===== src/rtl/ps2_host_transmitter.sv =====
// ps2_host_transmitter
//   Host-to-device PS/2 transmitter. Accepts one byte on a valid/ready
//   handshake, then runs the host request-to-send sequence: clock inhibit,
//   start bit, 8 data bits LSB first, odd parity, stop, and device ACK.
//   Both PS/2 lines are driven open-drain through *_oe (1 = pull low).
//
// Parameters
//   INHIBIT_CYCLES : cycles the clock line is held low to request-to-send (>= 2)
//   TIMEOUT_CYCLES : cycles allowed in START/BITS/ACK before aborting
//
// Ports
//   clock, reset          : system clock, synchronous active-high reset
//   tx_data, tx_valid     : byte to send and its request strobe
//   tx_ready              : high only while idle
//   ps2_clk_in/data_in    : raw asynchronous pad samples
//   ps2_clk_oe/data_oe    : open-drain pull-low enables
//   done                  : one-cycle pulse, byte sent and ACKed
//   error                 : one-cycle pulse, NACK or timeout
//
// Build option
//   PS2_TX_RETRY_EN : on NACK or timeout, re-send the latched byte once before
//                     reporting error.

module ps2_host_transmitter #(
  parameter int unsigned INHIBIT_CYCLES = 5000,
  parameter int unsigned TIMEOUT_CYCLES = 1000000
) (
  input  logic       clock,
  input  logic       reset,
  input  logic [7:0] tx_data,
  input  logic       tx_valid,
  output logic       tx_ready,
  input  logic       ps2_clk_in,
  input  logic       ps2_data_in,
  output logic       ps2_clk_oe,
  output logic       ps2_data_oe,
  output logic       done,
  output logic       error
);

  localparam int unsigned MAX_CYCLES =
    (TIMEOUT_CYCLES > INHIBIT_CYCLES) ? TIMEOUT_CYCLES : INHIBIT_CYCLES;
  localparam int unsigned CNT_W = $clog2(MAX_CYCLES + 1);
  localparam logic [CNT_W-1:0] INH_LAST = CNT_W'(INHIBIT_CYCLES - 1);
  localparam logic [CNT_W-1:0] INH_DATA = CNT_W'(INHIBIT_CYCLES - 2);
  localparam logic [CNT_W-1:0] TO_LAST  = CNT_W'(TIMEOUT_CYCLES - 1);

  typedef enum logic [2:0] {
    S_IDLE,
    S_INHIBIT,
    S_START,
    S_BITS,
    S_ACK,
    S_WAIT_IDLE
  } state_t;

  state_t           state_q;
  logic [CNT_W-1:0] cnt_q;
  logic [9:0]       frame_q;    // {stop, parity, data[7:0]}
  logic [3:0]       bit_cnt_q;
  logic             ack_ok_q;
  logic             tx_ready_q;
  logic             clk_oe_q;
  logic             data_oe_q;
  logic             done_q;
  logic             error_q;
`ifdef PS2_TX_RETRY_EN
  logic             retried_q;
`endif

  // Pad synchronizers; clk_prev_q is the edge-detect register.
  logic clk_meta_q, clk_sync_q, clk_prev_q;
  logic data_meta_q, data_sync_q;
  logic clk_fall_d;
  logic timeout_d;

  always_ff @(posedge clock) begin
    if (reset) begin
      clk_meta_q  <= 1'b1;
      clk_sync_q  <= 1'b1;
      clk_prev_q  <= 1'b1;
      data_meta_q <= 1'b1;
      data_sync_q <= 1'b1;
    end else begin
      clk_meta_q  <= ps2_clk_in;
      clk_sync_q  <= clk_meta_q;
      clk_prev_q  <= clk_sync_q;
      data_meta_q <= ps2_data_in;
      data_sync_q <= data_meta_q;
    end
  end

  assign clk_fall_d = clk_prev_q & ~clk_sync_q;
  assign timeout_d  = (state_q inside {S_START, S_BITS, S_ACK}) && (cnt_q == TO_LAST);

  always_ff @(posedge clock) begin
    if (reset) begin
      state_q    <= S_IDLE;
      cnt_q      <= '0;
      frame_q    <= '0;
      bit_cnt_q  <= '0;
      ack_ok_q   <= 1'b0;
      tx_ready_q <= 1'b1;
      clk_oe_q   <= 1'b0;
      data_oe_q  <= 1'b0;
      done_q     <= 1'b0;
      error_q    <= 1'b0;
`ifdef PS2_TX_RETRY_EN
      retried_q  <= 1'b0;
`endif
    end else begin
      done_q  <= 1'b0;
      error_q <= 1'b0;
      if (timeout_d) begin
        // Timeout overrides any edge seen in the same cycle.
        clk_oe_q  <= 1'b0;
        data_oe_q <= 1'b0;
        cnt_q     <= '0;
`ifdef PS2_TX_RETRY_EN
        if (!retried_q) begin
          retried_q <= 1'b1;
          clk_oe_q  <= 1'b1;
          state_q   <= S_INHIBIT;
        end else begin
          error_q    <= 1'b1;
          tx_ready_q <= 1'b1;
          state_q    <= S_IDLE;
        end
`else
        error_q    <= 1'b1;
        tx_ready_q <= 1'b1;
        state_q    <= S_IDLE;
`endif
      end else begin
        unique case (state_q)
          S_IDLE: begin
            if (tx_valid) begin
              frame_q    <= {1'b1, ~^tx_data, tx_data};
              cnt_q      <= '0;
              clk_oe_q   <= 1'b1;
              tx_ready_q <= 1'b0;
              state_q    <= S_INHIBIT;
`ifdef PS2_TX_RETRY_EN
              retried_q  <= 1'b0;
`endif
            end
          end
          S_INHIBIT: begin
            cnt_q <= cnt_q + 1'b1;
            // Data goes low one cycle before the clock is released.
            if (cnt_q == INH_DATA) data_oe_q <= 1'b1;
            if (cnt_q == INH_LAST) begin
              clk_oe_q <= 1'b0;
              cnt_q    <= '0;
              state_q  <= S_START;
            end
          end
          S_START: begin
            cnt_q <= cnt_q + 1'b1;
            if (clk_fall_d) begin
              data_oe_q <= ~frame_q[0];
              bit_cnt_q <= 4'd1;
              state_q   <= S_BITS;
            end
          end
          S_BITS: begin
            cnt_q <= cnt_q + 1'b1;
            if (clk_fall_d) begin
              data_oe_q <= ~frame_q[bit_cnt_q];
              bit_cnt_q <= bit_cnt_q + 1'b1;
              if (bit_cnt_q == 4'd9) state_q <= S_ACK;
            end
          end
          S_ACK: begin
            cnt_q <= cnt_q + 1'b1;
            if (clk_fall_d) begin
              ack_ok_q <= ~data_sync_q;
              state_q  <= S_WAIT_IDLE;
            end
          end
          S_WAIT_IDLE: begin
            if (clk_sync_q && data_sync_q) begin
              cnt_q <= '0;
              if (ack_ok_q) begin
                done_q     <= 1'b1;
                tx_ready_q <= 1'b1;
                state_q    <= S_IDLE;
              end else begin
`ifdef PS2_TX_RETRY_EN
                if (!retried_q) begin
                  retried_q <= 1'b1;
                  clk_oe_q  <= 1'b1;
                  state_q   <= S_INHIBIT;
                end else begin
                  error_q    <= 1'b1;
                  tx_ready_q <= 1'b1;
                  state_q    <= S_IDLE;
                end
`else
                error_q    <= 1'b1;
                tx_ready_q <= 1'b1;
                state_q    <= S_IDLE;
`endif
              end
            end
          end
          default: begin
            clk_oe_q   <= 1'b0;
            data_oe_q  <= 1'b0;
            tx_ready_q <= 1'b1;
            state_q    <= S_IDLE;
          end
        endcase
      end
    end
  end

  assign tx_ready    = tx_ready_q;
  assign ps2_clk_oe  = clk_oe_q;
  assign ps2_data_oe = data_oe_q;
  assign done        = done_q;
  assign error       = error_q;

endmodule


===== config.mk =====
export PLATFORM = sky130hd
export DESIGN_NAME = ps2_host_transmitter
export DESIGN_NICKNAME = d
export VERILOG_FILES = /design/src/rtl/ps2_host_transmitter.sv
export SDC_FILE = /design/constraint.sdc
export NUM_CORES = 1
export LEC_CHECK = 0
export CORE_MARGIN = 2
export CORE_UTILIZATION = 30
export DETAILED_ROUTE_END_ITERATION = 16
export PLACE_DENSITY_LB_ADDON = 0.2
export SLEW_MARGIN = 20
export SYNTH_ARGS = -nofsm -noshare
export SYNTH_HDL_FRONTEND = slang
export SYNTH_SLANG_ARGS = --single-unit

===== constraint.sdc =====
create_clock -name clock -period 5 [get_ports clock]
set_input_delay 1.25 -clock clock [delete_from_list [all_inputs] [get_ports clock]]
set_output_delay 1.25 -clock clock [all_outputs]
set_load 0.02 [all_outputs]

Yosys cells after proc, flatten, opt, wreduce, memory -nomap -nowiden
Index checks and enable logic that the tools add are counted.

Input bits: 13. Logic and storage cells: 99. Latch bits: 0. ROM bits: 0. Output and inout port bits: 5. Bits in registers: 48. Bits in writable memories: 0. Memories: 0.

Multiplexer cells: 32. Shifts and indexed selects: 0. Add/subtract/negate cells: 2. Div/mod/pow operators: 0. Order comparisons: 1. $mul: 0. Reductions and logical operators: 21. Equal/unequal tests: 17. Bitwise logic cells: 11.

Operators by type and width (count): $pmux W20 S4 (1); $mux W20 (3); $eq A20 B13 Y1 const B (2); $mux W3 (7); $add A20 B1 Y20 const B (1); $eq A20 B20 Y1 const B (1); $pmux W3 S6 (1); $reduce_and A3 Y1 (5); $ne A2 B2 Y1 const B (7); $mux W1 (13); $reduce_or A4 Y1 (3); $not A1 Y1 (10); $mux W4 (2); $pmux W4 S2 (1); $reduce_and A4 Y1 (2); $reduce_xnor A8 Y1 (1); $reduce_and A7 Y1 (1); $eq A3 B2 Y1 const B (2); $eq A3 B3 Y1 const B (2); $pmux W1 S3 (2); $reduce_or A3 Y1 (2); $lt A4 B5 Y1 const B (1); $add A4 B1 Y4 const B (1); $bmux W1 S4 (1); 11 further kinds (12).

Longest topological paths before layout
Depth in word-level cells: 5. Gate-level depth with buffers: 8. Depth with buffers taken out: 7.

Worst setup path before layout
Ideal clock, no wire load.

Path type: input -> register. Start point: input port tx_valid. End point: register cnt_q[4]. Arrival: 2.171 ns. Stages on the path: 5. Library setup time: 0.117 ns. Data required time: 4.883 ns. Buffers on the path: 0. Setup slack: 2.712 ns. Cell sequence: nor4_2 a211oi_1 nand3_1 xor2_1 nor2_1.

Cells in the longest elaborated chain, start to end: 2.

RTL lines: from (decl) (RTL line 31) `input logic tx_valid,`; $ne A2 B2 Y1 (no source line); $reduce_and A3 Y1 (no source line); to (signal assigned) (RTL line 149) `cnt_q <= cnt_q + 1'b1;`; to (signal assigned) (RTL line 159) `cnt_q <= cnt_q + 1'b1;`; to (signal assigned) (RTL line 167) `cnt_q <= cnt_q + 1'b1;`; to (decl) (RTL line 58) `logic [CNT_W-1:0] cnt_q;`.

Every way passes these cells. A chain may end at the register's enable or synchronous reset.

Worst setup path after layout
Start point: input port reset. End point: register cnt_q[1].

Cells in the longest elaborated chain, start to end: 1.

RTL lines: from (decl) (RTL line 29) `input logic reset,`; $reduce_or A2 Y1 (no source line).

Every way passes these cells.

==> Implementation_results.wiki <==
{| class="wikitable"
! Metric !! Value
|-
| Number of enable flip-flop cells after synthesis || 0
|-
| Routed via count divided by cell count || 4.98
|-
| Total number of clock tree sinks || 48
|-
| Worst Setup SP || reset
|-
| Share of Yosys cell area claimed by the top area cell type || 0.394
|-
| Initial cell density of the core || 0.313
|-
| Overall overflow remaining after global route || 0
|-
| Maximum count of clock buffers along a single path || 2
|-
| WL/cell || 13.4 µm
|-
| Routability cong. || 0.844
|-
| Fraction of the core area covered by cells at the end of the flow || 0.358
|-
| Hold Startpoint || clk_meta_q$_SDFF_PP1_
|-
| CP Launch Type || input port
|-
| Cell leakage power || 0.918 nW
|-
| Final hold violation count || 0
|-
| Layout cell share with drive strength beyond 1 || 0.0803
|-
| Overall track demand over capacity in global routing || 0.130
|-
| Max-slew violation total from the final report || 0
|-
| Setup clock skew after layout || 0.0111 ns
|-
| Type of the most critical hold path || flip-flop to flip-flop
|-
| First drt pass iteration count || 4
|-
| Largest net degree at the start of global routing || 23
|-
| Sum of negative setup slack || 0 ns
|-
| Post-Route WL || 5.35 mm
|-
| Synthesis-to-finish area growth || 14.5%
|-
| Proportion of synthesized chip area in sequential cells || 0.394
|-
| CTS tree || built
|-
| Worst Max-Slew Pin Slew || 0.796 ns
|-
| Largest driver fanout on the critical path || 22
|-
| Class of the most critical setup path || input port to flip-flop
|-
| Async S/R FF share, synth || 0
|-
| Primary FF master, synth || sky130_fd_sc_hd__dfxtp_1
|-
| Total met2 wirelength after detailed routing || 2.34 mm
|-
| Final worst path period share || 0.545
|-
| Number of synthesis warnings || 0
|-
| CP endpoint kind || flip-flop
|-
| Input/output buffers || 17
|-
| Chip Height || 94.2 µm
|-
| Horizontal die dimension || 94.2 µm
|-
| Top Ports || 18
|-
| Worst VDD drop || 0.118 mV
|-
| Cell taking the most area after synthesis || sky130_fd_sc_hd__dfxtp_1
|-
| Ant diodes || 0
|-
| Initial antenna violation count || 0
|-
| Number of standard cells after synthesis || 289
|-
| Pwr dens || 274 nW/µm²
|-
| TritonCTS buffer count || 5
|-
| Syn Std Cell Area || 2440 µm²
|-
| Post-Place Worst Slack || 1.88 ns
|-
| Post-DP HPWL || 3.72 mm
|-
| Net Count, Synth || 306
|-
| Total power draw || 0.766 mW
|-
| Clock period minus worst slack || 2.72 ns
|-
| Clock Root Buffer || sky130_fd_sc_hd__clkbuf_8
|-
| Post_cts resized || 0
|-
| Clock latency on the worst-skew pair || 0.31 ns
|-
| Post-route antenna net violation count || 0
|-
| Max-cap violation count || 0
|-
| Post-Route Hold Slack || 0.418 ns
|-
| Std cell rows || 32
|-
| Worst R2R Start || state_q[2]$_SDFFE_PP0P_
|-
| Clock slew seen by the registers of the worst setup and hold paths || 0.09 ns
|-
| Worst Setup Slack, final || 2.28 ns
|-
| DR top layer || met4
|-
| H-tree levels || 2
|-
| Count of buffers added by post-CTS timing repair for setup || 0
|-
| Routed length on met3 || 230 µm
|-
| Total vias in the final route || 1998
|-
| First-pass GRT wire length || 9.25 mm
|-
| Average cell area after synthesis || 8.45 µm²
|-
| Via count of the first global-routing pass || 1842
|-
| Met1 layer wirelength in the final routing || 2.75 mm
|-
| Std-Cell Core Area || 7810 µm²
|-
| Critical Path RT || 5.16 ns
|-
| Result of the run || complete, no violations
|-
| Number of nets in the layout || 315
|-
| Final Setup Violations || 0
|-
| FF+latch count, synth || 48
|-
| FMAX || 367 MHz
|-
| Remaining routing DRC violations || 0
|-
| Count of hold-fix buffers inserted at cts || 0
|-
| Die area || 8870 µm²
|-
| Number of violations reported at the end of detailed-routing iteration 0 || 147
|-
| Top post-synthesis cells by area || sky130_fd_sc_hd__dfxtp_1 (39%), sky130_fd_sc_hd__xor2_1 (6.1%), sky130_fd_sc_hd__nor2_1 (5.1%), sky130_fd_sc_hd__nand2_1 (4.9%), sky130_fd_sc_hd__a21oi_1 (3.3%)
|-
| Setup repair after global routing missed its margin || no
|-
| Synth unique cells || 46
|-
| Rel. slew slack || 0.468
|-
| Arr. time, crit path || 2.89 ns
|}
## placed cells by master, fill, tap and decap left out, types with 3 or more instances in the layout
cell and count:
sky130_fd_sc_hd__nor2_1 33, sky130_fd_sc_hd__inv_1 6, sky130_fd_sc_hd__nor2b_1 4, sky130_fd_sc_hd__nand2_1 32, sky130_fd_sc_hd__a31oi_1 3, sky130_fd_sc_hd__nand4_1 11, sky130_fd_sc_hd__o211ai_1 3, sky130_fd_sc_hd__a21oi_1 16
sky130_fd_sc_hd__o21ai_0 9, sky130_fd_sc_hd__clkdlybuf4s50_1 17, sky130_fd_sc_hd__nor3_1 3, sky130_fd_sc_hd__nor3b_1 3, sky130_fd_sc_hd__nand3_1 15, sky130_fd_sc_hd__ha_1 4, sky130_fd_sc_hd__xnor2_1 9, sky130_fd_sc_hd__dfxtp_1 48
sky130_fd_sc_hd__mux2i_1 3, sky130_fd_sc_hd__or2_2 5, sky130_fd_sc_hd__and2_1 5, sky130_fd_sc_hd__nand2b_1 4, sky130_fd_sc_hd__clkbuf_8 5, sky130_fd_sc_hd__or3_1 4, sky130_fd_sc_hd__xor2_1 17, sky130_fd_sc_hd__and3_1 5
## cell type report
type,count,area (µm²)
clock buffer,5,68.8
clock inverter,3,42.5
fill,828,5010
inverter,6,22.5
multi-input combinational,219,1390
sequential,48,961
tap,102,128
timing repair buffer,18,178
## metrics by stage
| stage | area, µm² | cells |
|---|---|---|
| floorplan | 2440 | 289 |
| global placement | 2680 | 393 |
| detailed placement | 2680 | 393 |
| CTS | 2790 | 401 |
| global route | 2790 | 401 |
| finish | 2790 | 401 |
## where the power goes
group	total, mW	switching, mW	internal (mW)	leakage [nW]
combinational	0.0735	0.0395	0.0340	0.473
clock	0.288	0.140	0.148	0.0541
sequential	0.404	0.0106	0.394	0.391
total	0.766	0.190	0.576	0.918
## per-layer routing
layer,global-route usage,vias up
met5,0,-
met1,0.193,921
met2,0.190,48
li1,-,1027
met3,0.0265,2
met4,0.0362,0
## critical path, stage by stage
cell,delay (ns)
sky130_fd_sc_hd__clkdlybuf4s50_1,0.98
sky130_fd_sc_hd__inv_1,0.18
sky130_fd_sc_hd__o211ai_1,0.14
sky130_fd_sc_hd__buf_4,0.26
sky130_fd_sc_hd__a211oi_1,0.07
## cells by family (layout without fill, tap and decap cells)
group	count (synthesis)	in the layout	synth area share
DFF	48	48	0.394
adders and majority gates	4	4	0.0205
and+or+nand+nor	136	136	0.288
buffers and inverters	22	32	0.0374
muxes	4	4	0.0215
xor gates and xnor gates	26	26	0.0933
AOI/OAI and AO/OA	49	49	0.146
## state kept, by name, summed over array words and instances (netlist names)
signal / count
cnt_q: 20
frame_q: 10
bit_cnt_q: 4
state_q: 3
ack_ok_q: 1
clk_meta_q: 1
clk_prev_q: 1
clk_sync_q: 1
data_meta_q: 1
data_sync_q: 1
done: 1
error: 1
ps2_clk_oe: 1
ps2_data_oe: 1
tx_ready: 1
## synth_stat cells, types with 2 or more instances
library cell,instances
sky130_fd_sc_hd__inv_1,6
sky130_fd_sc_hd__nand3_1,15
sky130_fd_sc_hd__nor3b_1,3
sky130_fd_sc_hd__xor2_1,17
sky130_fd_sc_hd__a2111oi_4,2
sky130_fd_sc_hd__mux2i_1,3
sky130_fd_sc_hd__a311oi_1,2
sky130_fd_sc_hd__nor3_1,4
sky130_fd_sc_hd__or2_2,5
sky130_fd_sc_hd__dfxtp_1,48
sky130_fd_sc_hd__nand2b_1,4
sky130_fd_sc_hd__xnor2_1,9
sky130_fd_sc_hd__o21a_1,2
sky130_fd_sc_hd__nor4_1,2
sky130_fd_sc_hd__and3_1,5
sky130_fd_sc_hd__nand3b_1,2
sky130_fd_sc_hd__a211oi_1,2
sky130_fd_sc_hd__nor4_2,2
sky130_fd_sc_hd__a22oi_1,2
sky130_fd_sc_hd__a21oi_1,16
sky130_fd_sc_hd__nand2_1,32
sky130_fd_sc_hd__nor2_1,33
sky130_fd_sc_hd__and2_1,5
sky130_fd_sc_hd__or3_1,4
sky130_fd_sc_hd__a31oi_1,3
sky130_fd_sc_hd__nor2b_1,4
sky130_fd_sc_hd__clkbuf_1,9
sky130_fd_sc_hd__ha_1,4
sky130_fd_sc_hd__buf_2,7
sky130_fd_sc_hd__nand4_1,11
sky130_fd_sc_hd__o21ai_0,9
sky130_fd_sc_hd__o211ai_1,3
## worst paths after layout
| path | to | slack, ns | cells after the start |
|---|---|---|---|
| worst max-delay path | cnt_q[1]$_SDFFE_PP0P_ | 2.28 | 5 |
| worst min-delay path | clk_sync_q$_SDFF_PP1_ | 0.42 | 1 |
| worst max register to register | cnt_q[1]$_SDFFE_PP0P_ | 2.46 | 6 |
| worst min register to register | clk_sync_q$_SDFF_PP1_ | 0.42 | 1 |
No activity file was read; power rests on OpenSTA's default activity.
